===== src/rtl/alu_pkg.sv =====
// rtl/alu_pkg.sv - opcode constants, FSM encoding and legality check shared by the ALU and its decoder
package alu_pkg;

    localparam logic [3:0] ALU_AND = 4'b0000;
    localparam logic [3:0] ALU_OR  = 4'b0001;
    localparam logic [3:0] ALU_ADD = 4'b0010;
    localparam logic [3:0] ALU_SUB = 4'b0110;
    localparam logic [3:0] ALU_SLT = 4'b0111;

    typedef enum logic [1:0] {
        IDLE = 2'd0,
        RUN  = 2'd1,
        DONE = 2'd2
    } state_t;

    function automatic logic is_legal_op(input logic [3:0] code);
        case (code)
            ALU_AND, ALU_OR, ALU_ADD, ALU_SUB, ALU_SLT: is_legal_op = 1'b1;
            default:                                    is_legal_op = 1'b0;
        endcase
    endfunction

    // SUB and SLT both run A + ~B + 1 through the slice adder
    function automatic logic uses_borrow(input logic [3:0] code);
        uses_borrow = (code == ALU_SUB) || (code == ALU_SLT);
    endfunction

endpackage


===== src/rtl/serial_alu_if.sv =====
// rtl/serial_alu_if.sv - start/busy/done request and result bundle between ALU control and serial ALU
interface serial_alu_if #(
    parameter int WIDTH = 32
);
    logic             Start;
    logic [3:0]       Alucontrol;
    logic [WIDTH-1:0] A;
    logic [WIDTH-1:0] B;
    logic             Busy;
    logic             Done;
    logic [WIDTH-1:0] Result;
    logic             Zero;
    logic             Illegal;

    modport master (
        output Start, Alucontrol, A, B,
        input  Busy, Done, Result, Zero, Illegal
    );

    modport slave (
        input  Start, Alucontrol, A, B,
        output Busy, Done, Result, Zero, Illegal
    );
endinterface


===== src/rtl/alu_slice.sv =====
// rtl/alu_slice.sv - combinational SLICE-bit logic/adder unit with carry chain and sign taps for SLT
module alu_slice
    import alu_pkg::*;
#(
    parameter int SLICE = 4
) (
    input  logic [SLICE-1:0] a,
    input  logic [SLICE-1:0] b,
    input  logic             cin,
    input  logic [3:0]       op,
    output logic [SLICE-1:0] y,
    output logic             cout,
    output logic             a_msb,
    output logic             b_msb,
    output logic             s_msb
);
    logic [SLICE-1:0] bx;
    logic [SLICE:0]   sum;

    always_comb begin
        bx  = uses_borrow(op) ? ~b : b;
        sum = {1'b0, a} + {1'b0, bx} + {{SLICE{1'b0}}, cin};
        case (op)
            ALU_AND: y = a & b;
            ALU_OR:  y = a | b;
            default: y = sum[SLICE-1:0];
        endcase
    end

    assign cout  = sum[SLICE];
    assign a_msb = a[SLICE-1];
    assign b_msb = b[SLICE-1];
    assign s_msb = sum[SLICE-1];

endmodule


===== src/rtl/serial_alu.sv =====
// rtl/serial_alu.sv - slice-serial ALU, LSB slice first, one slice per cycle with start/busy/done handshake
module serial_alu
    import alu_pkg::*;
#(
    parameter int WIDTH = 32,
    parameter int SLICE = 4
) (
    input  logic         clk,
    input  logic         rst,
    serial_alu_if.slave  bus
);
    localparam int N  = WIDTH / SLICE;
    localparam int CW = (N > 1) ? $clog2(N) : 1;
    localparam logic [CW-1:0] LAST = CW'(N - 1);

    state_t           state, state_nxt;
    logic [WIDTH-1:0] op_a, op_b, acc, result;
    logic [3:0]       op;
    logic [CW-1:0]    count;
    logic             carry;
    logic             illegal_pend;

    logic [SLICE-1:0] y;
    logic             cout, a_msb, b_msb, s_msb;
    logic [WIDTH-1:0] acc_nxt;
    logic             slt_bit;

    alu_slice #(.SLICE(SLICE)) u_slice (
        .a     (op_a[SLICE-1:0]),
        .b     (op_b[SLICE-1:0]),
        .cin   (carry),
        .op    (op),
        .y     (y),
        .cout  (cout),
        .a_msb (a_msb),
        .b_msb (b_msb),
        .s_msb (s_msb)
    );

    assign acc_nxt = {y, acc[WIDTH-1:SLICE]};
    // signed less-than from the final slice: N xor V
    assign slt_bit = s_msb ^ ((a_msb != b_msb) && (s_msb != a_msb));

    always_comb begin
        state_nxt = state;
        case (state)
            IDLE:    if (bus.Start) state_nxt = is_legal_op(bus.Alucontrol) ? RUN : DONE;
            RUN:     if (count == LAST) state_nxt = DONE;
            DONE:    state_nxt = IDLE;
            default: state_nxt = IDLE;
        endcase
    end

    always_ff @(posedge clk) begin
        if (rst) begin
            state        <= IDLE;
            op_a         <= '0;
            op_b         <= '0;
            acc          <= '0;
            op           <= '0;
            count        <= '0;
            carry        <= 1'b0;
            illegal_pend <= 1'b0;
            result       <= '0;
        end else begin
            state <= state_nxt;
            case (state)
                IDLE: if (bus.Start) begin
                    op_a         <= bus.A;
                    op_b         <= bus.B;
                    op           <= bus.Alucontrol;
                    acc          <= '0;
                    count        <= '0;
                    carry        <= uses_borrow(bus.Alucontrol);
                    illegal_pend <= !is_legal_op(bus.Alucontrol);
                    if (!is_legal_op(bus.Alucontrol)) result <= '0;
                end
                RUN: begin
                    op_a  <= op_a >> SLICE;
                    op_b  <= op_b >> SLICE;
                    acc   <= acc_nxt;
                    carry <= cout;
                    count <= count + 1'b1;
                    if (count == LAST)
                        result <= (op == ALU_SLT) ? {{(WIDTH-1){1'b0}}, slt_bit} : acc_nxt;
                end
                DONE:    illegal_pend <= 1'b0;
                default: ;
            endcase
        end
    end

    assign bus.Busy    = (state != IDLE);
    assign bus.Done    = (state == DONE);
    assign bus.Illegal = (state == DONE) && illegal_pend;
    assign bus.Result  = result;
    assign bus.Zero    = (result == '0);

endmodule


===== src/flat_wrapper.sv =====
// flat-port wrapper written by rule: the top's interface ports become plain ports
module serial_alu_flat import alu_pkg::*;
#(
    parameter int WIDTH = 32,
    parameter int SLICE = 4
)
  (clk, rst, bus_Start, bus_Alucontrol, bus_A, bus_B, bus_Busy, bus_Done, bus_Result, bus_Zero, bus_Illegal);
  serial_alu_if #(.WIDTH(WIDTH)) bus_i ();
  input  logic clk;
  input  logic rst;
  input wire logic [$bits(bus_i.Start)-1:0] bus_Start;
  input wire logic [$bits(bus_i.Alucontrol)-1:0] bus_Alucontrol;
  input wire logic [$bits(bus_i.A)-1:0] bus_A;
  input wire logic [$bits(bus_i.B)-1:0] bus_B;
  output wire logic [$bits(bus_i.Busy)-1:0] bus_Busy;
  output wire logic [$bits(bus_i.Done)-1:0] bus_Done;
  output wire logic [$bits(bus_i.Result)-1:0] bus_Result;
  output wire logic [$bits(bus_i.Zero)-1:0] bus_Zero;
  output wire logic [$bits(bus_i.Illegal)-1:0] bus_Illegal;
  assign bus_i.Start = bus_Start;
  assign bus_i.Alucontrol = bus_Alucontrol;
  assign bus_i.A = bus_A;
  assign bus_i.B = bus_B;
  assign bus_Busy = bus_i.Busy;
  assign bus_Done = bus_i.Done;
  assign bus_Result = bus_i.Result;
  assign bus_Zero = bus_i.Zero;
  assign bus_Illegal = bus_i.Illegal;
  serial_alu #(.WIDTH(WIDTH), .SLICE(SLICE)) u_core (.clk(clk), .rst(rst), .bus(bus_i));
endmodule

===== config.mk =====
export PLATFORM = sky130hd
export DESIGN_NAME = serial_alu_flat
export DESIGN_NICKNAME = d
export VERILOG_FILES = /design/src/rtl/alu_pkg.sv /design/src/rtl/serial_alu_if.sv /design/src/rtl/alu_slice.sv /design/src/rtl/serial_alu.sv /design/src/flat_wrapper.sv
export SDC_FILE = /design/constraint.sdc
export NUM_CORES = 1
export LEC_CHECK = 0
export CAP_MARGIN = 20
export CORE_MARGIN = 2
export CORE_UTILIZATION = 41
export CTS_CLUSTER_DIAMETER = 40
export CTS_CLUSTER_SIZE = 24
export DETAILED_ROUTE_END_ITERATION = 6
export GPL_TIMING_DRIVEN = 0
export PLACE_DENSITY = 0.76
export SLEW_MARGIN = 0
export SYNTH_ARGS = -nofsm -noshare
export SYNTH_HDL_FRONTEND = slang
export SYNTH_HIERARCHICAL = 1
export SYNTH_SLANG_ARGS = --single-unit

===== constraint.sdc =====
create_clock -name clk -period 6.7 [get_ports clk]
set_clock_uncertainty 0.2 [all_clocks]
set_input_delay 2.01 -clock clk [delete_from_list [all_inputs] [get_ports clk]]
set_output_delay 2.01 -clock clk [all_outputs]
set_load 0.01 [all_outputs]

==> out/qor.yml <==
status: "completed"
drc: 0
p_leak_nw: 2.84
synth_common_cells: "dfxtp_1 (135), nand2_1 (118), nor2_1 (110)"
cp.arrival_ns: 1.97
worstPathCellList: "nor4_1 -> nand4_1 -> nor2_1 -> clkdlybuf4s50_1"
place_area_mm2: 0.00676
grt_max_degree: 17
diodes: 0
max_stage_delay_ns: 0.54
fin_crit_ns: 4.18
ys_types: 37
p_total_w: 0.00205
core_mm2: 0.0131
tightest_slew_ns: 0.694
cp_top_family: "simple AND/OR/NAND/NOR gates"
place.detailed.hpwl_um: 10700
design_area_mm2: 0.00735
antenna_found_initial: 0
fmax_mhz: 239
cts_sinks: 135
netlist_area_mm2: 0.00549
die_y_um: 120
postRouteAntennaNets: 0
avgSynthCellArea_um2: 8.80
final_nets: 826
synth.top_cells.by_area: "dfxtp_1 (49%), a311oi_1 (8.9%), nand2_1 (8.1%)"
vias: 5113
slew_viol_final: 0
synth-main-ff-cell: "dfxtp_1"
cap_violations: 0
grt_pass1_wl_um: 24100
port_buffers: 105
post_cts_buffers: 0
cts_htree_levels: 4
period_share: 0.624
crit_path_start_kind: "register"
synth_edf_count: 0
drt-pass1-iter-count: 5
path_buf_inv: 1
final_hold_viol_count: 0
p_per_area_mw_per_mm2: 279
root_buffer: "clkbuf_16"
critPathSlowestCell: "clkdlybuf4s50_1"
cts_tree: "yes"
vias_per_cell: 5.46
clk_path_buf_depth: 2
grt_pass1_vias: 5079
place.gp.congestion: 0.902
required_ns: 4.49
synthToLayoutAreaGrowth_pct: 33.7
hold_buffers: 0
rsz0062_at_grt: "no"
clock_latency_ns: 0.41
fp-row-count: 42
drt_wl_total_um: 14700
fillers: 1150
start_util: 0.418
synth_top_area_frac: 0.492
synthArstFlopShare: 0
relSlewSlack: 0.536
tns_ns: 0
layout-drive-gt1-share: 0.0802
grt-ovfl-total: 0
ys_seq_elements: 135
drt_iter0_drc: 338
die_area_mm2: 0.0143
path_class: "reg -> out"
seq_area_frac_synth: 0.492
cp-end-kind: "output pin"
yosysWarnings: 6
die_w_um: 120
syn_inst: 624
cts.reportedPaths.clkPinSlew_ns: 0.06
cp_max_fo: 3
ios: 107
vdd_drop_max_uv: 171
numCtsBuffers: 17
yosysTopAreaCell: "dfxtp_1"
yosysMostFrequentCell: "dfxtp_1"
grt_usage: 0.210
worstHoldPathType: "reg -> reg"
synth.net_count: 702
cts_resized: 0
setup_viol: 0
wire_per_inst_um: 15.6
## sequential cells by signal, summed over array words and instances (netlist names)
register	count
u_core/acc	28
u_core/bus.Result	32
u_core/carry	1
u_core/count	3
u_core/illegal_pend	1
u_core/op	4
u_core/op_a	32
u_core/op_b	32
u_core/state	2
## worst paths after layout
path	startpoint	to	slack [ns]	cells after the start
worst max register to register	u_core/op[3]	u_core/bus.Result[0]	4.04	9
worst min register to register	u_core/carry	u_core/carry	0.27	2
worst min-delay path	u_core/carry	u_core/carry	0.27	2
worst max-delay path	u_core/bus.Result[31]	bus_Zero	2.52	4
## kinds of logic (layout without fill, tap and decap cells)
group | count (synthesis) | in the layout | share of synthesized area
simple gates | 264 | 264 | 0.199
fa+ha+maj | 9 | 9 | 0.0223
buf+inv | 59 | 196 | 0.0519
flops | 135 | 135 | 0.492
xor+xnor | 6 | 6 | 0.00957
mux | 5 | 5 | 0.00911
compound gates | 146 | 146 | 0.216
## report_power, final
| group | internal, W | switching [W] |
|---|---|---|
| clock | 0.000590 | 0.000326 |
| combinational | 0.000114 | 0.000145 |
| sequential | 0.000847 | 0.0000281 |
## placed cells by master (no fill, tap or decap), drive strengths merged, types with 7 or more instances in the layout
master	Yosys	layout
clkbuf	27	49
nor4	9	9
buf	28	28
a21oi	12	12
dfxtp	135	135
nand2b	7	7
a22o	27	27
nand2	118	118
nor2	111	111
clkdlybuf4s50	0	105
a311oi	57	57
a22oi	38	38
## worst min-delay path, stage by stage (launching register included)
cell     delay, ns
dfxtp_1       0.31
nand2_1       0.06
a21oi_1       0.06
## area by class of cell
cell class / count / area (um^2) / share of cell area
clock buffers: 22 / 454 / 0.0618
well taps: 176 / 220 / 0.0300
plain buffers: 55 / 270 / 0.0368
repair buffers: 105 / 1050 / 0.143
inverters: 4 / 15.0 / 0.00204
clock inverters: 10 / 128 / 0.0174
multi-input cells: 430 / 2500 / 0.341
flip-flops and latches: 135 / 2700 / 0.368
## metrics by stage
| stage | setup WS, ns | util | cells | hold slack, ns |
|---|---|---|---|---|
| 2_1_floorplan | 3.32 | - | 624 | 0.236 |
| 3_3_place_gp | 2.51 | 0.515 | 905 | 0.255 |
| 3_5_place_dp | 2.32 | 0.515 | 905 | 0.258 |
| 4_1_cts | 2.51 | 0.559 | 937 | 0.266 |
| 5_1_grt | 2.47 | 0.559 | 937 | 0.296 |
| 6_report | 2.52 | 0.559 | 937 | 0.269 |
## metal layers
metal	GRT usage	wire [um]	part of all wire
met3	0.0404	866	0.059
met1	0.257	6320	0.43
met4	0.0868	352	0.024
met2	0.361	7120	0.49
met5	0	0	0
Power figures use the tool's default switching activity.
